**src/rtl/ms_dbio_hub_if.sv**
```systemverilog
// -----------------------------------------------------------------------------
// ms_dbio_hub_if
// Shared 64-bit memory port driven by the debug-I/O hub arbiter.
//   AMemAccess  : 1 while any group holds the grant
//   AMemAddr    : granted group's address [31:3], 0 when idle
//   AMemMosi    : granted group's write data, 0 when idle
//   AMemWrRdEn  : granted group's {write, read} enables, 0 when idle
// Modports: master (hub side, drives), slave (memory side, observes).
// -----------------------------------------------------------------------------
interface ms_dbio_hub_if;
   logic        AMemAccess;
   logic [28:0] AMemAddr;
   logic [63:0] AMemMosi;
   logic [1:0]  AMemWrRdEn;

   modport master (output AMemAccess, output AMemAddr, output AMemMosi, output AMemWrRdEn);
   modport slave  (input  AMemAccess, input  AMemAddr, input  AMemMosi, input  AMemWrRdEn);
endinterface

```
**src/rtl/ms_dbio_hub.sv**
```systemverilog
// -----------------------------------------------------------------------------
// ms_dbio_hub
// Debug-I/O fan-out hub: picks the Dbio master (boot FSM, then host, one-way),
// decodes Addr[11:8] into CGrpCnt functional groups, gates per-group strobes,
// indices and lengths, merges read data, and round-robin arbitrates the shared
// memory port among the groups with a bounded hold time.
//
// Ports:
//   AClkH / AResetHN / AClkHEn   clock, synchronous active-low reset, enable
//   AFsm* / AHost*               Dbio address, data, indices, strobes per master
//   AHostDataLen                 host transfer length
//   AGrp*  (out)                 broadcast addr/data, per-group gated signals
//   AGrpMiso / AGrpIdxReset      per-group read data and index-reset requests
//   ADbioMiso / ADbioIdxReset    merged read data and index reset
//   AAddrErr                     one-cycle pulse on an unmatched strobed address
//   AMasterHost                  0 = FSM master, 1 = host master
//   AGrpMem* (in) / AGrpMemGnt   per-group memory requests and one-hot grant
//   mem                          shared memory port (ms_dbio_hub_if.master)
//   AHoldOvf                     one-cycle pulse on a forced grant rotation
// -----------------------------------------------------------------------------
module ms_dbio_hub #(
   parameter int                   CGrpCnt  = 4,
   parameter logic [4*CGrpCnt-1:0] CGrpSel  = {4'h7, 4'h2, 4'h1, 4'h0},
   parameter int                   CHoldMax = 16
) (
   input  logic                    AClkH,
   input  logic                    AResetHN,
   input  logic                    AClkHEn,
   input  logic                    AFsmReady,
   input  logic [11:0]             AFsmAddr,
   input  logic [11:0]             AHostAddr,
   input  logic [63:0]             AFsmMosi,
   input  logic [63:0]             AHostMosi,
   input  logic [3:0]              AFsmMosiIdx,
   input  logic [3:0]              AHostMosiIdx,
   input  logic [3:0]              AFsmMisoIdx,
   input  logic [3:0]              AHostMisoIdx,
   input  logic                    AFsmMosi1st,
   input  logic                    AHostMosi1st,
   input  logic                    AFsmMiso1st,
   input  logic                    AHostMiso1st,
   input  logic [15:0]             AHostDataLen,
   output logic [7:0]              AGrpAddr,
   output logic [63:0]             AGrpMosi,
   output logic [4*CGrpCnt-1:0]    AGrpMosiIdx,
   output logic [4*CGrpCnt-1:0]    AGrpMisoIdx,
   output logic [CGrpCnt-1:0]      AGrpMosi1st,
   output logic [CGrpCnt-1:0]      AGrpMiso1st,
   output logic [16*CGrpCnt-1:0]   AGrpDataLen,
   output logic [CGrpCnt-1:0]      AGrpDataLenNZ,
   input  logic [64*CGrpCnt-1:0]   AGrpMiso,
   input  logic [CGrpCnt-1:0]      AGrpIdxReset,
   output logic [63:0]             ADbioMiso,
   output logic                    ADbioIdxReset,
   output logic                    AAddrErr,
   output logic                    AMasterHost,
   input  logic [CGrpCnt-1:0]      AGrpMemReq,
   input  logic [29*CGrpCnt-1:0]   AGrpMemAddr,
   input  logic [64*CGrpCnt-1:0]   AGrpMemMosi,
   input  logic [2*CGrpCnt-1:0]    AGrpMemWrRdEn,
   output logic [CGrpCnt-1:0]      AGrpMemGnt,
   ms_dbio_hub_if.master           mem,
   output logic                    AHoldOvf
);

   localparam int         CIdxW     = (CGrpCnt > 1) ? $clog2(CGrpCnt) : 1;
   localparam logic [7:0] CHoldLast = 8'(CHoldMax - 1);

   typedef enum logic {MST_FSM = 1'b0, MST_HOST = 1'b1} master_e;

   // ---------------------------------------------------------------- registers
   master_e              r_master;
   logic                 r_addr_err;
   logic                 r_hold_ovf;
   logic [CGrpCnt-1:0]   r_gnt;
   logic [CIdxW-1:0]     r_ptr;
   logic [7:0]           r_hold_cnt;

   // ---------------------------------------------------------------- wires
   logic                 w_host;
   logic [11:0]          w_addr;
   logic [63:0]          w_mosi;
   logic [3:0]           w_mosi_idx;
   logic [3:0]           w_miso_idx;
   logic                 w_mosi1st;
   logic                 w_miso1st;
   logic [CGrpCnt-1:0]   w_cs;
   logic                 w_cs_any;
   logic [CIdxW-1:0]     w_hold_idx;
   logic [CIdxW:0]       w_idle_pick;   // {found, index}
   logic [CIdxW:0]       w_next_pick;   // {found, index}
   logic                 w_hold_req;
   logic                 w_others;
   logic                 w_hold_done;
   logic [28:0]          w_mem_addr;
   logic [63:0]          w_mem_mosi;
   logic [1:0]           w_mem_wrrd;

   // First requester at or after 'start' (modulo CGrpCnt); lowest offset wins.
   function automatic logic [CIdxW:0] f_rr_pick(input logic [CGrpCnt-1:0] req,
                                                 input int start);
      logic [CIdxW:0] res;
      res = '0;
      for (int off = CGrpCnt - 1; off >= 0; off--) begin
         int j;
         j = (start + off) % CGrpCnt;
         if (req[j]) res = {1'b1, CIdxW'(j)};
      end
      return res;
   endfunction

   function automatic logic [CIdxW-1:0] f_next_ptr(input logic [CIdxW-1:0] idx);
      return CIdxW'((int'(idx) + 1) % CGrpCnt);
   endfunction

   // ---------------------------------------------------------------- master mux
   assign w_host     = (r_master == MST_HOST);
   assign w_addr     = w_host ? AHostAddr    : AFsmAddr;
   assign w_mosi     = w_host ? AHostMosi    : AFsmMosi;
   assign w_mosi_idx = w_host ? AHostMosiIdx : AFsmMosiIdx;
   assign w_miso_idx = w_host ? AHostMisoIdx : AFsmMisoIdx;
   assign w_mosi1st  = w_host ? AHostMosi1st : AFsmMosi1st;
   assign w_miso1st  = w_host ? AHostMiso1st : AFsmMiso1st;

   // ---------------------------------------------------------------- decode
   // Duplicate group codes resolve to the lowest matching index only.
   // NOTE: every variable assigned in always_comb gets a default first, so no
   // path leaves it unassigned and no latch is inferred.
   always_comb begin
      w_cs     = '0;
      w_cs_any = 1'b0;
      for (int i = 0; i < CGrpCnt; i++) begin
         if (!w_cs_any && (w_addr[11:8] == CGrpSel[4*i +: 4])) begin
            w_cs[i]  = 1'b1;
            w_cs_any = 1'b1;
         end
      end
   end

   assign AGrpAddr      = w_addr[7:0];
   assign AGrpMosi      = w_mosi;
   assign ADbioIdxReset = |AGrpIdxReset;
   assign AAddrErr      = r_addr_err;
   assign AMasterHost   = w_host;

   always_comb begin
      AGrpMosiIdx   = '0;
      AGrpMisoIdx   = '0;
      AGrpMosi1st   = '0;
      AGrpMiso1st   = '0;
      AGrpDataLen   = '0;
      AGrpDataLenNZ = '0;
      ADbioMiso     = '0;
      for (int i = 0; i < CGrpCnt; i++) begin
         if (w_cs[i]) begin
            AGrpMosiIdx[4*i +: 4] = w_mosi_idx;
            AGrpMisoIdx[4*i +: 4] = w_miso_idx;
            AGrpMosi1st[i]        = w_mosi1st;
            AGrpMiso1st[i]        = w_miso1st;
            ADbioMiso             = ADbioMiso | AGrpMiso[64*i +: 64];
            if (w_host) begin
               AGrpDataLen[16*i +: 16] = AHostDataLen;
               AGrpDataLenNZ[i]        = (AHostDataLen != 16'h0);
            end
         end
      end
   end

   // ---------------------------------------------------------------- arbiter
   always_comb begin
      w_hold_idx = '0;
      for (int i = 0; i < CGrpCnt; i++) begin
         if (r_gnt[i]) w_hold_idx = CIdxW'(i);
      end
   end

   assign w_idle_pick = f_rr_pick(AGrpMemReq, int'(r_ptr));
   // The holder's own bit is masked, so only other requesters are candidates.
   assign w_next_pick = f_rr_pick(AGrpMemReq & ~r_gnt, int'(w_hold_idx) + 1);
   assign w_hold_req  = |(AGrpMemReq & r_gnt);
   assign w_others    = |(AGrpMemReq & ~r_gnt);
   assign w_hold_done = (r_hold_cnt == CHoldLast);

   // NOTE: sequential state uses non-blocking assignments only, so every
   // register samples pre-edge values regardless of statement order.
   always_ff @(posedge AClkH) begin
      if (!AResetHN) begin
         r_master   <= MST_FSM;
         r_addr_err <= 1'b0;
         r_hold_ovf <= 1'b0;
         r_gnt      <= '0;
         r_ptr      <= '0;
         r_hold_cnt <= '0;
      end else if (AClkHEn) begin
         // Handover waits for a quiet FSM bus so no transfer is split.
         if (r_master == MST_FSM && AFsmReady && !AFsmMosi1st && !AFsmMiso1st)
            r_master <= MST_HOST;

         r_addr_err <= (w_mosi1st | w_miso1st) & ~w_cs_any;
         r_hold_ovf <= 1'b0;

         if (r_gnt == '0) begin
            r_hold_cnt <= '0;
            if (w_idle_pick[CIdxW]) begin
               r_gnt <= CGrpCnt'(1) << w_idle_pick[CIdxW-1:0];
               r_ptr <= f_next_ptr(w_idle_pick[CIdxW-1:0]);
            end
         end else if (!w_hold_req) begin
            // Holder released: pass directly to the next waiter, or go idle.
            r_hold_cnt <= '0;
            if (w_next_pick[CIdxW]) begin
               r_gnt <= CGrpCnt'(1) << w_next_pick[CIdxW-1:0];
               r_ptr <= f_next_ptr(w_next_pick[CIdxW-1:0]);
            end else begin
               r_gnt <= '0;
            end
         end else if (w_hold_done && w_others) begin
            // Hold budget exhausted with someone waiting: forced rotation.
            r_hold_cnt <= '0;
            r_hold_ovf <= 1'b1;
            r_gnt      <= CGrpCnt'(1) << w_next_pick[CIdxW-1:0];
            r_ptr      <= f_next_ptr(w_next_pick[CIdxW-1:0]);
         end else if (!w_hold_done) begin
            // Saturating at CHoldMax-1 lets a late waiter rotate in at once.
            r_hold_cnt <= r_hold_cnt + 8'd1;
         end
      end
   end

   // ---------------------------------------------------------------- memory mux
   // Grant is one-hot, so an OR of the masked group fields is the mux.
   always_comb begin
      w_mem_addr = '0;
      w_mem_mosi = '0;
      w_mem_wrrd = '0;
      for (int i = 0; i < CGrpCnt; i++) begin
         if (r_gnt[i]) begin
            w_mem_addr = w_mem_addr | AGrpMemAddr[29*i +: 29];
            w_mem_mosi = w_mem_mosi | AGrpMemMosi[64*i +: 64];
            w_mem_wrrd = w_mem_wrrd | AGrpMemWrRdEn[2*i +: 2];
         end
      end
   end

   assign AGrpMemGnt     = r_gnt;
   assign AHoldOvf       = r_hold_ovf;
   assign mem.AMemAccess = |r_gnt;
   assign mem.AMemAddr   = w_mem_addr;
   assign mem.AMemMosi   = w_mem_mosi;
   assign mem.AMemWrRdEn = w_mem_wrrd;

endmodule

```
**src/flat_wrapper.sv**
```systemverilog
// flat-port wrapper written by rule: the top's interface ports become plain ports
module ms_dbio_hub_flat 
#(
   parameter int                   CGrpCnt  = 4,
   parameter logic [4*CGrpCnt-1:0] CGrpSel  = {4'h7, 4'h2, 4'h1, 4'h0},
   parameter int                   CHoldMax = 16
)
  (AClkH, AResetHN, AClkHEn, AFsmReady, AFsmAddr, AHostAddr, AFsmMosi, AHostMosi, AFsmMosiIdx, AHostMosiIdx, AFsmMisoIdx, AHostMisoIdx, AFsmMosi1st, AHostMosi1st, AFsmMiso1st, AHostMiso1st, AHostDataLen, AGrpAddr, AGrpMosi, AGrpMosiIdx, AGrpMisoIdx, AGrpMosi1st, AGrpMiso1st, AGrpDataLen, AGrpDataLenNZ, AGrpMiso, AGrpIdxReset, ADbioMiso, ADbioIdxReset, AAddrErr, AMasterHost, AGrpMemReq, AGrpMemAddr, AGrpMemMosi, AGrpMemWrRdEn, AGrpMemGnt, AHoldOvf, mem_AMemAccess, mem_AMemAddr, mem_AMemMosi, mem_AMemWrRdEn);
  ms_dbio_hub_if mem_i ();
  input  logic AClkH;
  input  logic AResetHN;
  input  logic AClkHEn;
  input  logic AFsmReady;
  input  logic [11:0] AFsmAddr;
  input  logic [11:0] AHostAddr;
  input  logic [63:0] AFsmMosi;
  input  logic [63:0] AHostMosi;
  input  logic [3:0] AFsmMosiIdx;
  input  logic [3:0] AHostMosiIdx;
  input  logic [3:0] AFsmMisoIdx;
  input  logic [3:0] AHostMisoIdx;
  input  logic AFsmMosi1st;
  input  logic AHostMosi1st;
  input  logic AFsmMiso1st;
  input  logic AHostMiso1st;
  input  logic [15:0] AHostDataLen;
  output logic [7:0] AGrpAddr;
  output logic [63:0] AGrpMosi;
  output logic [4*CGrpCnt-1:0] AGrpMosiIdx;
  output logic [4*CGrpCnt-1:0] AGrpMisoIdx;
  output logic [CGrpCnt-1:0] AGrpMosi1st;
  output logic [CGrpCnt-1:0] AGrpMiso1st;
  output logic [16*CGrpCnt-1:0] AGrpDataLen;
  output logic [CGrpCnt-1:0] AGrpDataLenNZ;
  input  logic [64*CGrpCnt-1:0] AGrpMiso;
  input  logic [CGrpCnt-1:0] AGrpIdxReset;
  output logic [63:0] ADbioMiso;
  output logic ADbioIdxReset;
  output logic AAddrErr;
  output logic AMasterHost;
  input  logic [CGrpCnt-1:0] AGrpMemReq;
  input  logic [29*CGrpCnt-1:0] AGrpMemAddr;
  input  logic [64*CGrpCnt-1:0] AGrpMemMosi;
  input  logic [2*CGrpCnt-1:0] AGrpMemWrRdEn;
  output logic [CGrpCnt-1:0] AGrpMemGnt;
  output logic AHoldOvf;
  output wire logic [$bits(mem_i.AMemAccess)-1:0] mem_AMemAccess;
  output wire logic [$bits(mem_i.AMemAddr)-1:0] mem_AMemAddr;
  output wire logic [$bits(mem_i.AMemMosi)-1:0] mem_AMemMosi;
  output wire logic [$bits(mem_i.AMemWrRdEn)-1:0] mem_AMemWrRdEn;
  assign mem_AMemAccess = mem_i.AMemAccess;
  assign mem_AMemAddr = mem_i.AMemAddr;
  assign mem_AMemMosi = mem_i.AMemMosi;
  assign mem_AMemWrRdEn = mem_i.AMemWrRdEn;
  ms_dbio_hub #(.CGrpCnt(CGrpCnt), .CGrpSel(CGrpSel), .CHoldMax(CHoldMax)) u_core (.AClkH(AClkH), .AResetHN(AResetHN), .AClkHEn(AClkHEn), .AFsmReady(AFsmReady), .AFsmAddr(AFsmAddr), .AHostAddr(AHostAddr), .AFsmMosi(AFsmMosi), .AHostMosi(AHostMosi), .AFsmMosiIdx(AFsmMosiIdx), .AHostMosiIdx(AHostMosiIdx), .AFsmMisoIdx(AFsmMisoIdx), .AHostMisoIdx(AHostMisoIdx), .AFsmMosi1st(AFsmMosi1st), .AHostMosi1st(AHostMosi1st), .AFsmMiso1st(AFsmMiso1st), .AHostMiso1st(AHostMiso1st), .AHostDataLen(AHostDataLen), .AGrpAddr(AGrpAddr), .AGrpMosi(AGrpMosi), .AGrpMosiIdx(AGrpMosiIdx), .AGrpMisoIdx(AGrpMisoIdx), .AGrpMosi1st(AGrpMosi1st), .AGrpMiso1st(AGrpMiso1st), .AGrpDataLen(AGrpDataLen), .AGrpDataLenNZ(AGrpDataLenNZ), .AGrpMiso(AGrpMiso), .AGrpIdxReset(AGrpIdxReset), .ADbioMiso(ADbioMiso), .ADbioIdxReset(ADbioIdxReset), .AAddrErr(AAddrErr), .AMasterHost(AMasterHost), .AGrpMemReq(AGrpMemReq), .AGrpMemAddr(AGrpMemAddr), .AGrpMemMosi(AGrpMemMosi), .AGrpMemWrRdEn(AGrpMemWrRdEn), .AGrpMemGnt(AGrpMemGnt), .mem(mem_i), .AHoldOvf(AHoldOvf));
endmodule
```
**config.mk**
```make
export PLATFORM = sky130hd
export DESIGN_NAME = ms_dbio_hub_flat
export DESIGN_NICKNAME = d
export VERILOG_FILES = /design/src/rtl/ms_dbio_hub_if.sv /design/src/rtl/ms_dbio_hub.sv /design/src/flat_wrapper.sv
export SDC_FILE = /design/constraint.sdc
export NUM_CORES = 1
export LEC_CHECK = 0
export ABC_AREA = 1
export BUFFER_PORTS_ARGS = -buffer_cell sky130_fd_sc_hd__buf_2
export CELL_PAD_IN_SITES_DETAIL_PLACEMENT = 0
export CELL_PAD_IN_SITES_GLOBAL_PLACEMENT = 1
export CORE_AREA = 2 2 464 466
export CTS_CLUSTER_DIAMETER = 100
export CTS_CLUSTER_SIZE = 24
export DETAILED_ROUTE_END_ITERATION = 10
export DIE_AREA = 0 0 466 468
export PLACE_DENSITY = 0.3
export REMOVE_ABC_BUFFERS = 1
export SYNTH_ARGS = -nofsm -noshare
export SYNTH_HDL_FRONTEND = slang
export SYNTH_SLANG_ARGS = --single-unit
```
**constraint.sdc**
```tcl
create_clock -name AClkH -period 1.95 [get_ports AClkH]
set_input_delay 0.0975 -clock AClkH [delete_from_list [all_inputs] [get_ports AClkH]]
set_output_delay 0.0975 -clock AClkH [all_outputs]
set_load 0.1 [all_outputs]
```
==> parameters.txt, run 1 <==
Parameter                              Value

Logic synthesis
  Yosys top cell by area    sky130_fd_sc_hd__nand2_1
  Sequential cell area fraction in the yosys report    under 10%
  Mapped Cells    approximately 1500
  Number of unique standard cell types used by synthesis    40
  Most area-consuming cells after synthesis    sky130_fd_sc_hd__nand2_1 40%, sky130_fd_sc_hd__nand3_1 11%, sky130_fd_sc_hd__nand4_1 8.7%, sky130_fd_sc_hd__o2111ai_1 7.7%, sky130_fd_sc_hd__nor2_1 6.6%
  Cell area after synthesis    7260 um^2
  Post-Synthesis Mean Instance Area    roughly 4.7 um^2
  Post-synthesis sequential element count    17
  Ys Warns    0
  Top cell type's share of synthesized area    39.7%

CTS
  Clock Latency Late Sink    around 0.29 ns
  Reg clk slew, reported paths    0.10 ns
  Cts hold-fix bufs    0
  CTS max path bufs    2
  TritonCTS clock tree    done
  Sink count of the clock tree    17
  Root Driver    sky130_fd_sc_hd__clkbuf_16
  Cts bufs inserted    3
  Count of H-tree levels built during CTS    1

Power
  Pwr Density    1380 nW/um^2
  Fraction of power consumed by sequential logic    about 2.1%
  VDD IR-drop max    a little over 0.0008 V
  Net switching fraction of the power    between 60% and 70%
  Clk pwr share    1.5%
  Combinational share of power    96.4%
  Internal cell power    0.0107 W
  Static leakage    between 10 and 15 nW
  Sw power    about 0.025 W

GRT
  Met2 demand-to-capacity share in global routing    between 20% and 30%
  GR peak layer    met2
  Grt met3 use    approximately 5.3%
  Global route total overflow    0
  Total GRT Usage    between 10% and 20%
  Number of global-route vias before repair    ~17000
  Met1 Use GR    between 10% and 20%
  Pin count of the biggest net entering global routing    73
  First-pass GRT wire length    184000 um
  Antenna violations before repair    roughly 150

Die
  Number of ports placed on the die boundary    roughly 1200
  Total die area    roughly 220000 um^2
  Number of standard-cell rows in the floorplan    170
  Overall die width    between 400 and 500 um
  Area of the core    ~210000 um^2
  Effective utilization at floorplan    under 10%
  Overall die height    468 um

Min path
  Min-delay worst type    in2reg

STA
  Final Max Slew Viols    0
  Worst path setup slack after routing    -0.345 ns
  Number of setup violations in the final report    172
  Relative slew margins    slightly above 50%
  Min cycle time layout    approximately 2.3 ns
  Post-Route Skew    ~0.020 ns
  Maximum clock frequency    0.436 GHz
  RSZ-0062 raised after global routing    true
  Post-route fraction of the period consumed by the critical path    118%
  Slew at the pin with the worst max-slew slack    between 0.7 and 0.8 ns
  Number of endpoints with negative hold slack in the final report    0
  Hold slack final    about 0.19 ns

Detailed routing
  Average via count per standard cell    2.92
  Antenna Nets Post-Route    0
  DR pass1 iterations    5
  Post-detailed-routing wire length    ~150000 um
  Post-detailed-route DRC marker count    0
  Via count    16400
  Wire length per cell after detailed routing    around 27 um
  Initial DRC Count    686

Critical path
  Startpoint types    flip-flop
  Endpoint arrival time on the critical path    around 2.2 ns
  Largest fanout of any net on the critical path    10
  FF-to-FF setup slack    about 0.01 ns
  Worst endpoint required time    roughly 1.9 ns
  Kind of end point of the critical path    output port
  Worst Setup Path Type    reg2out

Place
  Final weighted congestion in routability-driven placement    around 0.90
  Post-place instance area    around 22000 um^2
  Total half-perimeter wirelength after legalization and detailed placement    about 130000 um
  Placed Instances    about 5500
  Worst slack at placement    -0.164 ns
  Number of port buffers    1183

Finish
  Finished Cell Area    between 20000 and 30000 um^2
  Fraction of final layout cells with drive strength greater than 1    59.2%
  Fill cells    between 20000 and 25000
  Number of cells in the finished layout apart from fillers    5612
  Final Util    about an eighth
  Syn-to-layout area delta    252%
  Final layout net count    3592

Status
  Status    finished, violations left
  Failing checks    setup timing

Flow run
  Count of maximum capacitance violations    0
-- worst max-delay path, stage by stage (launching register included) --
cell and delay [ns]:
sky130_fd_sc_hd__dfxtp_4 0.39, sky130_fd_sc_hd__inv_8 0.06, sky130_fd_sc_hd__or2_1 0.10, sky130_fd_sc_hd__o21a_4 0.16, sky130_fd_sc_hd__clkinv_4 0.08, sky130_fd_sc_hd__nor3_4 0.20, sky130_fd_sc_hd__buf_6 0.15, sky130_fd_sc_hd__buf_12 0.14
sky130_fd_sc_hd__buf_16 0.15, sky130_fd_sc_hd__nand3_1 0.09, sky130_fd_sc_hd__o2111ai_2 0.11, sky130_fd_sc_hd__clkbuf_16 0.24
-- worst paths after layout --
path / start / endpoint / cells after the start
worst max-delay path: u_core.AMasterHost / ADbioMiso[18] / 11
worst min-delay path: AFsmReady / u_core.AMasterHost / 3
worst min register to register: u_core.r_hold_cnt[2] / u_core.r_hold_cnt[2] / 2
worst max register to register: u_core.AMasterHost / u_core.AAddrErr / 10
-- flip-flops by register name, summed over array words and instances (netlist names) --
name                count
u_core.r_ptr            2
u_core.AAddrErr         1
u_core.AGrpMemGnt       4
u_core.AHoldOvf         1
u_core.AMasterHost      1
u_core.r_hold_cnt       8
-- timing repair --
action	4_1_cts	5_1_grt
setup buffers	35	15
pin swaps	16	21
gates resized for setup	414	79
gates cloned	17	9
setup endpoints to repair	175	238
-- power by group through the flow --
stage	Clock [W]	Sequential, W	Combinational (W)
finish	0.000540	0.000735	0.0341
global placement	0	0.000689	0.0338
detailed placement	0	0.000684	0.0337
CTS	0.000583	0.000703	0.0345
floorplan	0	0.00146	0.0162
global route	0.000582	0.000767	0.0356
-- layout by cell type (no fill, tap or decap), types with 3 or more instances in the layout --
| master | instances |
|---|---|
| sky130_fd_sc_hd__nor2_4 | 113 |
| sky130_fd_sc_hd__buf_16 | 26 |
| sky130_fd_sc_hd__inv_4 | 4 |
| sky130_fd_sc_hd__nand3_4 | 10 |
| sky130_fd_sc_hd__dfxtp_1 | 11 |
| sky130_fd_sc_hd__nand2_2 | 30 |
| sky130_fd_sc_hd__a21oi_1 | 12 |
| sky130_fd_sc_hd__mux2i_4 | 6 |
| sky130_fd_sc_hd__buf_8 | 7 |
| sky130_fd_sc_hd__nand3_2 | 32 |
| sky130_fd_sc_hd__buf_4 | 64 |
| sky130_fd_sc_hd__nand4_1 | 101 |
| sky130_fd_sc_hd__nand2_4 | 7 |
| sky130_fd_sc_hd__clkbuf_16 | 16 |
| sky130_fd_sc_hd__inv_2 | 8 |
| sky130_fd_sc_hd__diode_2 | 20 |
| sky130_fd_sc_hd__o21ai_0 | 12 |
| sky130_fd_sc_hd__nand2_1 | 740 |
| sky130_fd_sc_hd__dfxtp_4 | 5 |
| sky130_fd_sc_hd__o21ai_1 | 3 |
| sky130_fd_sc_hd__inv_1 | 92 |
| sky130_fd_sc_hd__nand3_1 | 121 |
| sky130_fd_sc_hd__buf_6 | 10 |
| sky130_fd_sc_hd__o2111ai_2 | 46 |
| sky130_fd_sc_hd__nor2_1 | 19 |
| sky130_fd_sc_hd__nor4_1 | 4 |
| sky130_fd_sc_hd__o2111ai_4 | 18 |
| sky130_fd_sc_hd__buf_12 | 365 |
| sky130_fd_sc_hd__buf_2 | 841 |
-- cell families after synthesis --
group / share of synthesized area, %
compound gates: 10.6
xor+xnor: 0.121
flops: 4.68
buf+inv: 13.1
simple gates: 70.3
fa+ha+maj: 0.172
mux: 1.10
-- metrics by stage --
stage	power, W	setup TNS (ns)
2_1_floorplan	0.0177	-1543.35
3_3_place_gp	0.0345	-1.46
3_5_place_dp	0.0344	-1.91
4_1_cts	0.0358	-39.93
5_1_grt	0.0369	-54.42
6_report	0.0353	-38.84
-- metal layers --
| metal | part of all wire (%) | wire length (um) | up-vias |
|---|---|---|---|
| met5 | 0.29 | 443 | - |
| met4 | 1.5 | 2320 | 72 |
| met3 | 10 | 15500 | 246 |
| met2 | 49 | 73500 | 974 |
| met1 | 39 | 59400 | 7601 |
| li1 | - | - | 7516 |
-- final cells by class --
| type | instances | area [um^2] | area share [%] |
|---|---|---|---|
| repair buffers | 1328 | 13300 | 51.9 |
| multi-input cells | 1298 | 7830 | 30.6 |
| well taps | 2838 | 3550 | 13.9 |
| inverters | 107 | 432 | 1.69 |
| flip-flops and latches | 17 | 360 | 1.41 |
| clock buffers | 3 | 75.1 | 0.293 |
| diodes | 20 | 50.0 | 0.195 |
| clock inverters | 1 | 5.00 | 0.0195 |
-- synthesized netlist by cell type, drive strengths merged --
library cell / instances
nor3b: 2
nand3: 163
nand2: 779
ha: 1
o21a: 1
mux2i: 8
nor2: 133
a31oi: 1
dfxtp: 17
clkbuf: 60
o211ai: 1
xnor2: 1
or4: 1
nor4: 4
a21oi: 13
or2: 2
inv: 106
o2111ai: 64
nor3: 5
buf: 54
clkinv: 1
nand4: 101
o21ai: 18
(Power assumes the default switching activity.)
==> run 2: changes to the inputs <==
GPL_TIMING_DRIVEN = 0   (was not set)
==> run 2 against run 1 <==
Effect of this change: the flow still finishes with violations (setup timing); first-iteration DRC count rose by 16%; worst setup slack got worse by 0.44 ns; total power down 9.1%; largest power group unchanged; sequential cell count did not move; cell count up 1.4%; highest routed layer unchanged; clock power fell by 14%; count of clock-buffer cells in the layout stayed put; non-clock buffer count increased by 64; largest cell class unchanged; register-to-register slack worse by 0.13 ns; die area unchanged; combinational power decreased by 9.1%; wire length increased by 4.5%.
==> parameters.txt, run 2 (synthesis results as in run 1) <==
Parameter                              Value

STA
  Hold slack final    between 0.2 and 0.25 ns
  Maximum clock frequency    between 0.3 and 0.4 GHz
  Number of endpoints with negative hold slack in the final report    0
  Slew at the pin with the worst max-slew slack    a little under 0.8 ns
  Min cycle time layout    roughly 2.7 ns
  Final setup TNS    -99.11 ns
  Post-route fraction of the period consumed by the critical path    140%
  Final Max Slew Viols    0
  Relative slew margins    a little under half
  Number of setup violations in the final report    180
  Post-Route Skew    approximately 0.019 ns
  RSZ-0062 raised after global routing    true
  Worst path setup slack after routing    -0.786 ns

Finish
  Commonest cells after routing, fill and taps aside    863 x sky130_fd_sc_hd__buf_2, 733 x sky130_fd_sc_hd__nand2_1, 190 x sky130_fd_sc_hd__buf_12
  Area occupied by registers    between 300 and 400 um^2
  Largest register by flop count    u_core.r_hold_cnt
  Most common cell after layout, fill and taps aside    sky130_fd_sc_hd__buf_2
  Fill cells    25100
  Syn-to-layout area delta    245%
  Number of cells in the finished layout apart from fillers    5691
  Number of flip-flops under the largest register name    8
  Fraction of final layout cells with drive strength greater than 1    60.8%
  Area used by multi-input combinational logic    between 8000 and 9000 um^2
  Final layout net count    between 3000 and 4000

Place
  Final weighted congestion in routability-driven placement    ~0.87
  Worst slack at placement    -2.98 ns
  Total half-perimeter wirelength after legalization and detailed placement    approximately 130000 um
  Number of port buffers    1183
  Placed Instances    5461

Detailed routing
  Wire length per cell after detailed routing    ~28 um
  Post-detailed-route DRC marker count    0
  Average via count per standard cell    about 3.0
  Antenna Nets Post-Route    0
  DR pass1 iterations    5
  Post-detailed-routing wire length    ~160000 um
  Initial DRC Count    between 700 and 800
  Via count    roughly 17000

Power
  Pwr Density    1280 nW/um^2
  Static leakage    around 11 nW
  Clk pwr share    1.4%
  Combinational share of power    between 90% and 100%
  Net switching fraction of the power    between 70% and 80%
  Fraction of power consumed by sequential logic    ~2.0%
  VDD IR-drop max    0.000994 V
  Internal cell power    0.00757 W
  Sw power    approximately 0.025 W

Die
  Overall die width    466 um
  Number of standard-cell rows in the floorplan    between 150 and 200
  Number of ports placed on the die boundary    1184
  Total die area    between 200000 and 250000 um^2
  Overall die height    between 400 and 500 um
  Area of the core    ~210000 um^2
  Effective utilization at floorplan    under 10%

Critical path
  Slowest cell delay on critical path    0.45 ns
  Startpoint types    flip-flop
  Worst r2r path cells    13
  Worst endpoint required time    roughly 1.9 ns
  Worst Setup Path Type    reg2out
  Worst-path cell chain    inv_12 -> buf_16 -> or2_4 -> o21a_4 -> clkinv_8 -> nor3_4 -> buf_6 -> buf_16 -> buf_12 -> buf_16 -> buf_12 -> nand3_1 -> o2111ai_4 -> buf_12
  Kind of end point of the critical path    output port
  Endpoint arrival time on the critical path    2.64 ns
  Largest fanout of any net on the critical path    7
  Cell at the slowest stage of the critical path    sky130_fd_sc_hd__dfxtp_4

CTS
  TritonCTS clock tree    done
  Root Driver    sky130_fd_sc_hd__clkbuf_16
  Clock Latency Late Sink    0.27 ns
  Count of H-tree levels built during CTS    1
  Reg clk slew, reported paths    0.08 ns
  Sink count of the clock tree    17
  Cts hold-fix bufs    0
  Cts bufs inserted    3
  CTS max path bufs    2

Status
  Status    finished, violations left
  Failing checks    setup timing

GRT
  Antenna violations before repair    144
  Number of global-route vias before repair    ~17000
  Total GRT Usage    13.5%
  First-pass GRT wire length    between 150000 and 200000 um
  Global route total overflow    0
  Pin count of the biggest net entering global routing    between 60 and 70

Min path
  Min-delay worst type    in2reg
  Hold-critical path depth    2

Flow run
  Count of maximum capacitance violations    0
run 2: cell count changes in the layout (fill, tap and decap cells not counted), sizes merged:
cell / before / now
buf: 1313 / 1374
clkinv: 2 / 3
bufbuf: 1 / 3
diode: 20 / 26
inv: 106 / 108
nand2: 779 / 781
nand3: 163 / 166
clkbuf: 17 / 18
nor2: 133 / 134
run 2: critical path: cells and delay by family, from the launching register on:
| family | cells | cell delay [ns] |
|---|---|---|
| buffers and inverters | 9 | 1.10 |
| AO/OA/AOI/OAI | 2 | 0.34 |
| AND/OR/NAND/NOR | 3 | 0.44 |
| flip-flops | 1 | 0.45 |
run 2: repair_timing:
item                                    4_1_cts  5_1_grt
pin swaps                                    33       37
hold endpoints to repair                      0        0
resized for setup                          1243      176
cloned                                       32        9
endpoints found under the setup margin      354      222
buffers inserted                            114       56
run 2: layout make-up:
type / instances / area share, %
Tap cell: 2838 / 14.2
Sequential cell: 17 / 1.44
Antenna cell: 26 / 0.260
Timing Repair Buffer: 1392 / 48.5
Inverter: 107 / 1.86
Clock inverter: 1 / 0.0200
Clock buffer: 3 / 0.300
Multi-Input combinational cell: 1304 / 33.2
Timing Repair inverter: 3 / 0.265
run 2: per-layer routing:
| metal | part of all wire (%) | vias up | GRT usage [%] |
|---|---|---|---|
| met4 | 2.9 | 70 | 3.14 |
| met2 | 48 | 1038 | 23.3 |
| met1 | 38 | 7830 | 15.1 |
| met3 | 11 | 298 | 5.98 |
| li1 | - | 7683 | - |
| met5 | 0.27 | - | 0 |
run 2: power groups by stage:
stage                     sequential (W)  combinational [W]  clock (W)
final                           0.000640             0.0310   0.000463
after global routing            0.000659             0.0325   0.000493
after CTS                       0.000651             0.0306   0.000487
after detailed placement         0.00141             0.0262          0
after global placement           0.00142             0.0162          0
after floorplan                  0.00146             0.0162          0
run 2: path summary, 6_finish.rpt:
| kind | startpoint | end | slack (ns) |
|---|---|---|---|
| setup / recovery | u_core.AMasterHost | ADbioMiso[33] | -0.79 |
| hold / removal | AClkHEn | u_core.AAddrErr | 0.23 |
| setup reg to reg | u_core.AMasterHost | u_core.AAddrErr | -0.12 |
| hold reg to reg | u_core.r_hold_cnt[7] | u_core.r_hold_cnt[7] | 0.50 |
run 2: per-stage QoR:
step	utilization, %	power [W]	cell area, um^2
CTS	11.1	0.0318	23600
global route	11.7	0.0337	25000
finish	11.7	0.0321	25100
floorplan	-	0.0177	6730
detailed placement	7.82	0.0276	16700
global placement	7.59	0.0176	16200
